### src/rtl/video_timing_gen.sv
// Raster timing generator with registered syncs, flags, counters and optional test patterns.
// Define VIDEO_TIMING_PATTERN_EN to build the pattern generator; otherwise RGB is held at 0.
module video_timing_gen #(
    parameter int unsigned H_ACTIVE  = 640,
    parameter int unsigned H_FP      = 16,
    parameter int unsigned H_SYNC    = 96,
    parameter int unsigned H_BP      = 48,
    parameter int unsigned V_ACTIVE  = 480,
    parameter int unsigned V_FP      = 10,
    parameter int unsigned V_SYNC    = 2,
    parameter int unsigned V_BP      = 33,
    parameter bit          HS_POL    = 1'b0,
    parameter bit          VS_POL    = 1'b0,
    parameter int unsigned CW        = 12,
    parameter int unsigned GRID_LOG2 = 5
) (
    input  logic          clk,
    input  logic          rst,
    input  logic          en,
    input  logic [1:0]    mode_i,
    output logic [CW-1:0] counter_x_o,
    output logic [CW-1:0] counter_y_o,
    output logic          hsync_o,
    output logic          vsync_o,
    output logic          draw_area_o,
    output logic          frame_start_o,
    output logic          line_start_o,
    output logic [7:0]    red_o,
    output logic [7:0]    green_o,
    output logic [7:0]    blue_o,
    output logic [15:0]   frame_cnt_o
);

    localparam int unsigned H_TOTAL  = H_ACTIVE + H_FP + H_SYNC + H_BP;
    localparam int unsigned V_TOTAL  = V_ACTIVE + V_FP + V_SYNC + V_BP;
    localparam int unsigned HS_START = H_ACTIVE + H_FP;
    localparam int unsigned HS_END   = HS_START + H_SYNC;
    localparam int unsigned VS_START = V_ACTIVE + V_FP;
    localparam int unsigned VS_END   = VS_START + V_SYNC;

    if (64'(H_TOTAL) > (64'd1 << CW) || 64'(V_TOTAL) > (64'd1 << CW)) begin : g_bad_cw
        $error("video_timing_gen: timing totals do not fit in CW bits");
    end
    if (GRID_LOG2 == 0 || GRID_LOG2 > CW) begin : g_bad_grid
        $error("video_timing_gen: GRID_LOG2 out of range");
    end

    // x_q/y_q hold the position of the next pixel to be emitted
    logic [CW-1:0] x_q, y_q, x_d, y_d;
    logic          last_x, last_y, wrap;
    logic          hs_act, vs_act, draw_c;

    always_comb begin
        last_x = (x_q == CW'(H_TOTAL - 1));
        last_y = (y_q == CW'(V_TOTAL - 1));
        wrap   = last_x && last_y;
        x_d    = last_x ? '0 : x_q + CW'(1);
        y_d    = y_q;
        if (last_x) begin
            y_d = last_y ? '0 : y_q + CW'(1);
        end
        hs_act = (x_q >= CW'(HS_START)) && (x_q < CW'(HS_END));
        vs_act = (y_q >= CW'(VS_START)) && (y_q < CW'(VS_END));
        draw_c = (x_q < CW'(H_ACTIVE)) && (y_q < CW'(V_ACTIVE));
    end

    always_ff @(posedge clk) begin
        if (rst) begin
            x_q           <= '0;
            y_q           <= '0;
            counter_x_o   <= '0;
            counter_y_o   <= '0;
            hsync_o       <= ~HS_POL;
            vsync_o       <= ~VS_POL;
            draw_area_o   <= 1'b0;
            frame_start_o <= 1'b0;
            line_start_o  <= 1'b0;
            frame_cnt_o   <= '0;
        end else if (en) begin
            x_q           <= x_d;
            y_q           <= y_d;
            counter_x_o   <= x_q;
            counter_y_o   <= y_q;
            hsync_o       <= hs_act ? HS_POL : ~HS_POL;
            vsync_o       <= vs_act ? VS_POL : ~VS_POL;
            draw_area_o   <= draw_c;
            frame_start_o <= (x_q == '0) && (y_q == '0);
            line_start_o  <= (x_q == '0);
            if (wrap) begin
                frame_cnt_o <= frame_cnt_o + 16'd1;
            end
        end
    end

`ifdef VIDEO_TIMING_PATTERN_EN
    localparam int unsigned BAR_W = H_ACTIVE / 8;

    if (BAR_W == 0) begin : g_bad_bar
        $error("video_timing_gen: H_ACTIVE too small for colour bars");
    end

    logic [1:0]    mode_q;
    logic [CW-1:0] bar_cnt, bar_cnt_d;
    logic [3:0]    bar_idx, bar_idx_d;
    logic [23:0]   rgb_d;

    // Bar tracker follows x_q; index saturates at 8 for the black remainder
    always_comb begin
        bar_cnt_d = bar_cnt + CW'(1);
        bar_idx_d = bar_idx;
        if (last_x) begin
            bar_cnt_d = '0;
            bar_idx_d = '0;
        end else if (bar_cnt == CW'(BAR_W - 1)) begin
            bar_cnt_d = '0;
            bar_idx_d = bar_idx[3] ? bar_idx : bar_idx + 4'd1;
        end
    end

    // Bar index bits map straight onto the inverted R/G/B enables
    always_comb begin
        rgb_d = '0;
        if (draw_c) begin
            case (mode_q)
                2'd1: rgb_d = '1;
                2'd2: if (!bar_idx[3]) begin
                    rgb_d = {{8{~bar_idx[1]}}, {8{~bar_idx[2]}}, {8{~bar_idx[0]}}};
                end
                2'd3: if (x_q[GRID_LOG2-1:0] == '0 || y_q[GRID_LOG2-1:0] == '0) begin
                    rgb_d = '1;
                end
                default: rgb_d = '0;
            endcase
        end
    end

    always_ff @(posedge clk) begin
        if (rst) begin
            mode_q                  <= '0;
            bar_cnt                 <= '0;
            bar_idx                 <= '0;
            {red_o, green_o, blue_o} <= '0;
        end else if (en) begin
            if (wrap) begin
                mode_q <= mode_i;
            end
            bar_cnt                 <= bar_cnt_d;
            bar_idx                 <= bar_idx_d;
            {red_o, green_o, blue_o} <= rgb_d;
        end
    end
`else
    logic unused_mode;
    assign unused_mode = ^mode_i;
    assign red_o   = '0;
    assign green_o = '0;
    assign blue_o  = '0;
`endif

endmodule
### config.mk
export PLATFORM = sky130hd
export DESIGN_NAME = video_timing_gen
export DESIGN_NICKNAME = d
export VERILOG_FILES = /design/src/rtl/video_timing_gen.sv
export SDC_FILE = /design/constraint.sdc
export NUM_CORES = 1
export LEC_CHECK = 0
export ABC_AREA = 0
export BUFFER_PORTS_ARGS = -buffer_cell sky130_fd_sc_hd__clkbuf_2
export CAP_MARGIN = 20
export CORE_ASPECT_RATIO = 1.1
export CORE_UTILIZATION = 51
export CTS_BUF_LIST = sky130_fd_sc_hd__clkbuf_16
export DETAILED_ROUTE_END_ITERATION = 8
export PLACE_DENSITY = 0.73
export SYNTH_ARGS = -nofsm -noshare
export SYNTH_HDL_FRONTEND = slang
export SYNTH_SLANG_ARGS = --single-unit
### constraint.sdc
create_clock -name clk -period 2.45 [get_ports clk]
set_clock_uncertainty 0.1 [all_clocks]
set_input_delay 0.245 -clock clk [delete_from_list [all_inputs] [get_ports clk]]
set_output_delay 0.245 -clock clk [all_outputs]
set_load 0.01 [all_outputs]
* Word-level counts from Yosys, hierarchy flattened
Index checks and enable logic that the tools add are counted.
Operators by class: add/subtract/negate cells 3, muxes and demuxes 4, eq/ne operators 2, $lt $le $gt $ge 6, reductions and logical operators 9
Operators with widths (count):
- $add A12 B1 Y12 const B | 2
- $eq A12 B10 Y1 const B | 2
- $logic_not A12 Y1 | 2
- $lt A12 B10 Y1 const B | 2
- $lt A12 B9 Y1 const B | 2
- $mux W12 | 2
- $add A16 B1 Y16 const B | 1
- $ge A12 B10 Y1 const B | 1
- $ge A12 B9 Y1 const B | 1
- $logic_and A1 B1 Y1 | 5
- $reduce_and A2 Y1 | 2
- $mux W1 | 2
Storage, ports and cells: word-level logic and storage cells 34, output and inout bits 69, bits of input ports 5, register bits 69

* Logic depth before layout (Yosys ltp)
Gate-level depths: netlist of the first run.
depth after elaboration 3, gate-level depth with buffers 6, gate-level depth less buffers 6

* Worst setup path before layout of the first run
OpenSTA, ideal clock, no wires.
path type reg-to-reg, start register y_q[0], end register frame_cnt_o[13], slack 0.502 ns, setup time 0.121 ns, data required time 2.229 ns, cell stages (with the launch flop) 7, path buffers 0, arrival 1.727 ns, period minus slack after synthesis 1.948 ns, cell sequence dfxtp_1 inv_1 ha_1 nor4b_2 nand4_1 nor4_1 mux2_2
Between the ends: cells in the longest elaborated chain, start to end 3
RTL lines:
- start: declaration | RTL line 49 | logic [CW-1:0] x_q, y_q, x_d, y_d;
- start signal: assignment | RTL line 81 | y_q <= y_d;
- $eq A12 B10 Y1 | RTL line 55 | last_y = (y_q == CW'(V_TOTAL - 1));
- $logic_and A1 B1 Y1 | RTL line 56 | wrap = last_x && last_y;
- $reduce_and A2 Y1 (no line)
- end signal: assignment | RTL line 90 | frame_cnt_o <= frame_cnt_o + 16'd1;
- end: declaration | RTL line 31 | output logic [15:0] frame_cnt_o
Every way passes these cells. A chain may end at the register's enable or synchronous reset.

* Worst setup path in the final report of the first run
start register x_q[0], end register frame_cnt_o[10]
Between the ends: cells in the longest elaborated chain, start to end 3
RTL lines:
- start: declaration | RTL line 49
- start signal: assignment | RTL line 69 | x_q <= '0;
- start signal: assignment | RTL line 80 | x_q <= x_d;
- $eq A12 B10 Y1 | RTL line 54 | last_x = (x_q == CW'(H_TOTAL - 1));
- $logic_and A1 B1 Y1 | RTL line 56
- $reduce_and A2 Y1 (no line)
Every way passes these cells.

==> flow_summary.json, run 1 <==
{
  "status": "completed",
  "tightest_slew_ps": 633.1,
  "max_clock_freq_mhz": 452.1,
  "grt_util_all_layers": 0.2157,
  "critical_path.max_fanout": 20,
  "post_synth_inst_count": 394,
  "clock-sinks": 69,
  "synthXorXnorAreaFrac": 0.02543,
  "globalRouteMet3Util": 0.03854,
  "worstHoldPathCells": 4,
  "die_area_sq_um": 7087,
  "p_leak_nw": 1.710,
  "peakVddDrop_mv": 0.4772,
  "pre_cts_setup_slack_ps": 251.6,
  "yosysSeqAreaShare": 0.4010,
  "slowest_delay_ps": 400,
  "timing.final.crit_share": 0.9029,
  "grt_pass1_wl_mm": 11.77,
  "drcViolationCount": 0,
  "clk_path_buf_depth": 2,
  "finalSetupViolCount": 0,
  "synth_compound_area_frac": 0.07083,
  "grt_setup_unrepaired": "no",
  "worst_r2r_path_depth": 6,
  "timing.final.hold_violations": 0,
  "synthArstFlopShare": 0,
  "setup_tns_ps": 0,
  "post-dp-hpwl_mm": 4.957,
  "timing.setup.critical_path_class": "reg -> reg",
  "worstPathCellList": "ha_1 -> and4_1 -> nand4_1 -> buf_4 -> nor4_1 -> mux2_2",
  "gp_routability_congestion": 0.8152,
  "routed_wl_mm": 6.949,
  "dr_total_vias": 2810,
  "cts-resized-gates": 0,
  "p_per_area_nw_per_um2": 616.5,
  "pin_count_of_the_biggest_net_entering_global_routing": 34,
  "chipWidth_microns": 80.36,
  "timing.critical_path.to_type": "register",
  "synthFlopType": "sky130_fd_sc_hd__dfxtp_1",
  "nets": 449,
  "syn-cell-area_sq_um": 3445,
  "globalRoute.busiestLayer": "met2",
  "tritoncts_clock_tree": "built",
  "critical_path_arrival_ps": 2320,
  "min-delay-path-class": "in -> reg",
  "clk_pin_slew_ps": 50,
  "final_worst_path_setup_slack_ps": 238.0,
  "detail_route.wl_per_cell_microns": 13.26,
  "largest_family_of_logic_cells_by_synthesized_area": "simple AND/OR/NAND/NOR gates",
  "grt_pass1_vias": 2554,
  "detail_route.first_pass.iterations": 5,
  "port-buffer-count": 47,
  "num_rows": 31,
  "io-pin-count": 74,
  "synth.ff_latch_count": 69,
  "worst_path_max_delay_cell": "sky130_fd_sc_hd__dfxtp_1",
  "avgViaCountPerCell": 5.363,
  "antennaDiodeCount": 0,
  "ant_nets": 0,
  "post_synth_fa_ha_maj_area_fraction": 0.02179,
  "worst_r2r_startpoint": "x_q[0]$_SDFFE_PP0P_",
  "number_of_warning_messages_in_the_yosys_log": 0,
  "mean_instance_size_in_the_synthesized_netlist_sq_um": 8.743,
  "timing.critical_path.from": "x_q[0]$_SDFFE_PP0P_",
  "drive_gt1_frac": 0.2059,
  "max_cap_violations": 0,
  "die_h_microns": 88.20,
  "grt_antenna_before_repair": 0,
  "worstSetupStartpointType": "register",
  "rrSetupSlack_ps": 240,
  "grt_util_met2": 0.3459,
  "drt_first_iter_violations": 136,
  "count_of_different_cell_masters_after_synthesis": 49,
  "post_cts.repair.setup_buffers": 0,
  "endpoint_of_the_worst_hold_timing_path": "line_start_o$_SDFFE_PP0P_",
  "areaGrowthSynthToFinish_pct": 14.78,
  "slew_headroom": 0.5780,
  "hold_path_startpoint": "en",
  "grt.met1_usage": 0.2728,
  "post_cts_hold_buffer_count": 0,
  "grt_overflow_total": 0,
  "floorplan.initialDensity": 0.5255,
  "timing.rr.end": "frame_cnt_o[10]$_SDFFE_PP0P_",
  "htreeDepth": 3,
  "cts.root.buffer_cell": "sky130_fd_sc_hd__clkbuf_16",
  "edff_count_synth": 0,
  "cts_made_buffers": 9,
  "placeableCoreArea_sq_um": 6555,
  "insertion_delay_of_the_later_clocked_pin_in_the_worst_skew_pair_ps": 320,
  "maxSlewViolCount": 0,
  "synthSimpleGateAreaFrac": 0.2713,
  "required_ps": 2560,
  "yosys-mux-area-fraction": 0.1122,
  "worst_path_dominant_cell_family": "simple AND/OR/NAND/NOR gates",
  "finalWorstPathRequiredPeriod_ps": 2212,
  "critical_path.n_buffers_inverters": 1
}
==> logic make-up after synthesis <==
logic type,after synthesis
simple gates,170
flops,69
buf+inv,62
compound gates,39
mux,37
xor+xnor,10
fa+ha+maj,6
other cells,1
==> placed cells by master, fill, tap and decap left out, types with 9 or more instances in the layout <==
| master | instances |
|---|---|
| sky130_fd_sc_hd__and4_1 | 9 |
| sky130_fd_sc_hd__nor3_1 | 14 |
| sky130_fd_sc_hd__buf_4 | 13 |
| sky130_fd_sc_hd__nand4_1 | 11 |
| sky130_fd_sc_hd__nand2_1 | 13 |
| sky130_fd_sc_hd__conb_1 | 24 |
| sky130_fd_sc_hd__nand3_1 | 17 |
| sky130_fd_sc_hd__clkbuf_2 | 47 |
| sky130_fd_sc_hd__inv_1 | 15 |
| sky130_fd_sc_hd__nor2_1 | 55 |
| sky130_fd_sc_hd__nor2b_1 | 11 |
| sky130_fd_sc_hd__mux2i_1 | 24 |
| sky130_fd_sc_hd__dfxtp_1 | 69 |
| sky130_fd_sc_hd__a21oi_1 | 17 |
| sky130_fd_sc_hd__mux2_2 | 13 |
| sky130_fd_sc_hd__clkbuf_16 | 9 |
==> routing by layer <==
metal / wire [microns] / vias to the layer above
li1: - / 1408
met1: 3149 / 1303
met2: 3313 / 88
met3: 387 / 11
met4: 98 / 0
met5: 0 / -
==> Yosys cell counts, types with 12 or more instances <==
library cell | n | share of area
sky130_fd_sc_hd__nand3_1 | 17 | 0.025
sky130_fd_sc_hd__nor2_1 | 55 | 0.060
sky130_fd_sc_hd__nand2_1 | 13 | 0.014
sky130_fd_sc_hd__dfxtp_1 | 69 | 0.40
sky130_fd_sc_hd__mux2_2 | 13 | 0.042
sky130_fd_sc_hd__clkbuf_1 | 15 | 0.016
sky130_fd_sc_hd__mux2i_1 | 24 | 0.070
sky130_fd_sc_hd__buf_4 | 24 | 0.052
sky130_fd_sc_hd__nor3_1 | 14 | 0.020
sky130_fd_sc_hd__a21oi_1 | 17 | 0.025
sky130_fd_sc_hd__inv_1 | 12 | 0.013
==> area by class of cell <==
class / count / area (sq um)
Fill cell: 586 / 2601
Multi-Input combinational cell: 286 / 1818
Sequential cell: 69 / 1381
Timing Repair Buffer: 60 / 332.8
Clock buffer: 9 / 225.2
Tap cell: 82 / 102.6
Clock inverter: 6 / 48.80
Inverter: 12 / 45.04
==> state kept, by name, summed over array words and instances, names as in the netlist <==
register       flops
counter_x_o       12
counter_y_o       12
frame_cnt_o       16
line_start_o       1
frame_start_o      1
y_q               12
hsync_o            1
vsync_o            1
x_q               12
draw_area_o        1
==> worst min-delay path, cell delays in order <==
cell                       delay [ps]
sky130_fd_sc_hd__clkbuf_2         110
sky130_fd_sc_hd__nor3b_2          190
sky130_fd_sc_hd__nand4_1          110
sky130_fd_sc_hd__a21oi_1           70
==> stage by stage <==
| stage | std cells | hold slack, ps | util | cell area, sq um | power (mW) |
|---|---|---|---|---|---|
| 3_5_place_dp | 509 | 377.7 | 0.5614 | 3680 | 1.262 |
| 4_1_cts | 524 | 343.7 | 0.6032 | 3954 | 2.457 |
| 2_1_floorplan | 417 | 382.9 | - | 3531 | 1.268 |
| 3_3_place_gp | 509 | 357.5 | 0.5614 | 3680 | 1.259 |
| 5_1_grt | 524 | 385.1 | 0.6032 | 3954 | 2.521 |
| 6_report | 524 | 355.6 | 0.6032 | 3954 | 2.438 |
==> power by group <==
part           total [mW]  switching (mW)  leakage (nW)  internal, mW
clock network        1.20           0.436         0.144         0.763
registers            1.14         0.00615         0.557          1.13
logic               0.102          0.0686          1.01        0.0333
total                2.44           0.511          1.71          1.93
==> worst max path at each step <==
stage                                               to  slack, ps  depth (start not counted)
after floorplan           frame_cnt_o[13]$_SDFFE_PP0P_        500                          6
after detailed placement  frame_cnt_o[10]$_SDFFE_PP0P_        250                          6
final                     frame_cnt_o[10]$_SDFFE_PP0P_        240                          6
after global routing      frame_cnt_o[10]$_SDFFE_PP0P_         90                          6
after CTS                 frame_cnt_o[10]$_SDFFE_PP0P_        250                          6
after global placement    frame_cnt_o[10]$_SDFFE_PP0P_        330                          6
No activity file was read; power rests on OpenSTA's default activity.
==> inputs of run 2 (changes only) <==
--- a/config.mk
+++ b/config.mk
@@ -6,13 +6,14 @@
 export NUM_CORES = 1
 export LEC_CHECK = 0
 export ABC_AREA = 0
-export BUFFER_PORTS_ARGS = -buffer_cell sky130_fd_sc_hd__clkbuf_2
 export CAP_MARGIN = 20
 export CORE_ASPECT_RATIO = 1.1
 export CORE_UTILIZATION = 51
 export CTS_BUF_LIST = sky130_fd_sc_hd__clkbuf_16
 export DETAILED_ROUTE_END_ITERATION = 8
-export PLACE_DENSITY = 0.73
+export DONT_BUFFER_PORTS = 1
+export PLACE_DENSITY = 0.64
+export RECOVER_POWER = 25
 export SYNTH_ARGS = -nofsm -noshare
 export SYNTH_HDL_FRONTEND = slang
 export SYNTH_SLANG_ARGS = --single-unit
==> run 2 against run 1 <==
Effect of this change: register-to-register slack gained 20 ps; cell area shrank 6.6%; final cell count shrank 9.4%; non-clock buffer count shrank 49; worst setup slack gained 19 ps; core utilization shrank 4.0 points; count of clock-buffer cells in the layout is the same; via count shrank 6.7%; total power shrank 3.7%; combinational power shrank 17%; critical path type unchanged; highest routed layer unchanged.
==> flow_summary.json, run 2 (synthesis results as in run 1) <==
{
  "avgViaCountPerCell": 5.518,
  "die_h_microns": 88.20,
  "post-dp-hpwl_mm": 4.504,
  "antennaDiodeCount": 0,
  "finalSetupViolCount": 0,
  "timing.critical_path.to_type": "register",
  "maxSlewViolCount": 0,
  "grt_setup_unrepaired": "no",
  "share_seq_of_total_power": 0.486,
  "pin_count_of_the_biggest_net_entering_global_routing": 41,
  "num_rows": 31,
  "power_switching_uw": 518.9,
  "largest_register": "frame_cnt_o",
  "clock-sinks": 69,
  "timing.final.crit_share": 0.8952,
  "insertion_delay_of_the_later_clocked_pin_in_the_worst_skew_pair_ps": 330,
  "die_area_sq_um": 7087,
  "largest_register_ff_count": 16,
  "cts_made_buffers": 9,
  "pwr-share-comb": 0.036,
  "timing.setup.critical_path_class": "reg -> reg",
  "final_worst_path_setup_slack_ps": 256.7,
  "worst_path_max_delay_cell": "sky130_fd_sc_hd__nor4b_2",
  "worstPathCellList": "inv_1 -> ha_1 -> nor4b_2 -> nand4_1 -> nor4_1 -> mux2_2",
  "worst_path_dominant_cell_family": "simple AND/OR/NAND/NOR gates",
  "io-pin-count": 74,
  "clk_path_buf_depth": 2,
  "required_ps": 2570,
  "regArea_sq_um": 1381,
  "drive_gt1_frac": 0.09924,
  "setup_tns_ps": 0,
  "min-delay-path-class": "in -> reg",
  "leading_cell_type_in_the_layout_fill_and_taps_excluded": "sky130_fd_sc_hd__dfxtp_1",
  "drcViolationCount": 0,
  "ant_nets": 0,
  "n_fill_cell": 592,
  "drt_first_iter_violations": 92,
  "finalWorstPathRequiredPeriod_ps": 2193,
  "final_design_area_no_fill_sq_um": 3691,
  "final_cell_count_no_fill": 475,
  "design_power_total_mw": 2.347,
  "timing.final.hold_violations": 0,
  "grt_overflow_total": 0,
  "port-buffer-count": 0,
  "routed_wl_mm": 6.971,
  "htreeDepth": 3,
  "peakVddDrop_mv": 0.4278,
  "grt_util_all_layers": 0.2107,
  "rrSetupSlack_ps": 260,
  "postPlaceCellArea_sq_um": 3407,
  "power.share.switching": 0.2211,
  "layout_common_cells": "sky130_fd_sc_hd__dfxtp_1, sky130_fd_sc_hd__nor2_1, sky130_fd_sc_hd__mux2i_1, sky130_fd_sc_hd__conb_1",
  "placeableCoreArea_sq_um": 6555,
  "cts.root.buffer_cell": "sky130_fd_sc_hd__clkbuf_16",
  "grt_pass1_wl_mm": 11.39,
  "slowest_delay_ps": 390,
  "grt_pass1_vias": 2365,
  "numPlacedInstances": 457,
  "worstSetupStartpointType": "register",
  "p_per_area_nw_per_um2": 636.0,
  "p_leak_nw": 1.454,
  "chipWidth_microns": 80.36,
  "critical_path.n_buffers_inverters": 1,
  "gp_routability_congestion": 0.8076,
  "tritoncts_clock_tree": "built",
  "clk_pin_slew_ps": 50,
  "pre_cts_setup_slack_ps": 291.3,
  "cell_internal_pwr_mw": 1.828,
  "dr_total_vias": 2621,
  "detail_route.wl_per_cell_microns": 14.68,
  "max_cap_violations": 0,
  "floorplan.initialDensity": 0.5255,
  "areaGrowthSynthToFinish_pct": 7.156,
  "critical_path_arrival_ps": 2310,
  "detail_route.first_pass.iterations": 4,
  "max_clock_freq_mhz": 455.9,
  "grt_antenna_before_repair": 0,
  "nets": 400,
  "critical_path.max_fanout": 6,
  "status": "completed",
  "clkPwrFrac": 0.478,
  "area_occupied_by_multi_input_gates_sq_um": 1818
}
[run 2: cell types whose count changed in the layout (fill, tap and decap cells not counted), sizes merged]
cell         delta
clkbuf         -41
bufinv          -1
buf             -9
clkinvlp        +1
inv             -3
clkinv          +3
dlygate4sd3     +1
[run 2: path summary, 6_finish.rpt]
check | startpoint | endpoint | cells past startpoint
worst min-delay path | en | frame_start_o$_SDFFE_PP0P_ | 2
worst max-delay path | y_q[0]$_SDFFE_PP0P_ | frame_cnt_o[10]$_SDFFE_PP0P_ | 6
worst min register to register | draw_area_o$_SDFFE_PP0P_ | draw_area_o$_SDFFE_PP0P_ | 2
worst max register to register | y_q[0]$_SDFFE_PP0P_ | frame_cnt_o[10]$_SDFFE_PP0P_ | 6
[run 2: power by group through the flow]
stage / Clock (mW) / Combinational, mW / Sequential, mW
2_1_floorplan: 0 / 0.106 / 1.16
3_3_place_gp: 0 / 0.0547 / 1.16
3_5_place_dp: 0 / 0.0561 / 1.16
4_1_cts: 1.15 / 0.0855 / 1.14
5_1_grt: 1.20 / 0.0969 / 1.14
6_report: 1.12 / 0.0844 / 1.14
[run 2: layout make-up]
class	instances	share of cell area
clock inverter	6	0.008475
sequential	69	0.3742
clock buffer	9	0.06102
multi-input combinational	286	0.4925
tap	82	0.02780
inverter	12	0.01220
timing repair buffer	11	0.02373
[run 2: per-layer routing]
layer	share of wire	up-vias	global-route usage
li1	-	1318	-
met1	0.47	1222	0.2819
met2	0.46	76	0.3228
met3	0.069	5	0.06563
met4	0.0085	0	0.06818
met5	0	-	0
[run 2: worst reg2reg max path: stages, from the launching register on]
cell	delay (ps)
sky130_fd_sc_hd__dfxtp_1	310
sky130_fd_sc_hd__inv_1	80
sky130_fd_sc_hd__ha_1	150
sky130_fd_sc_hd__nor4b_2	390
sky130_fd_sc_hd__nand4_1	390
sky130_fd_sc_hd__nor4_1	300
sky130_fd_sc_hd__mux2_2	360
[run 2: repair_timing]
action,4_1_cts,5_1_grt
hold buffers,3,0
endpoints found under the hold margin,40,0
gates resized for setup,0,0
setup buffers,0,0
[run 2: per-stage QoR]
stage	hold WS, ps	util
floorplan	382.9	-
global placement	217.8	0.5198
detailed placement	220.0	0.5198
CTS	1.436	0.5665
global route	10.84	0.5631
finish	11.18	0.5631
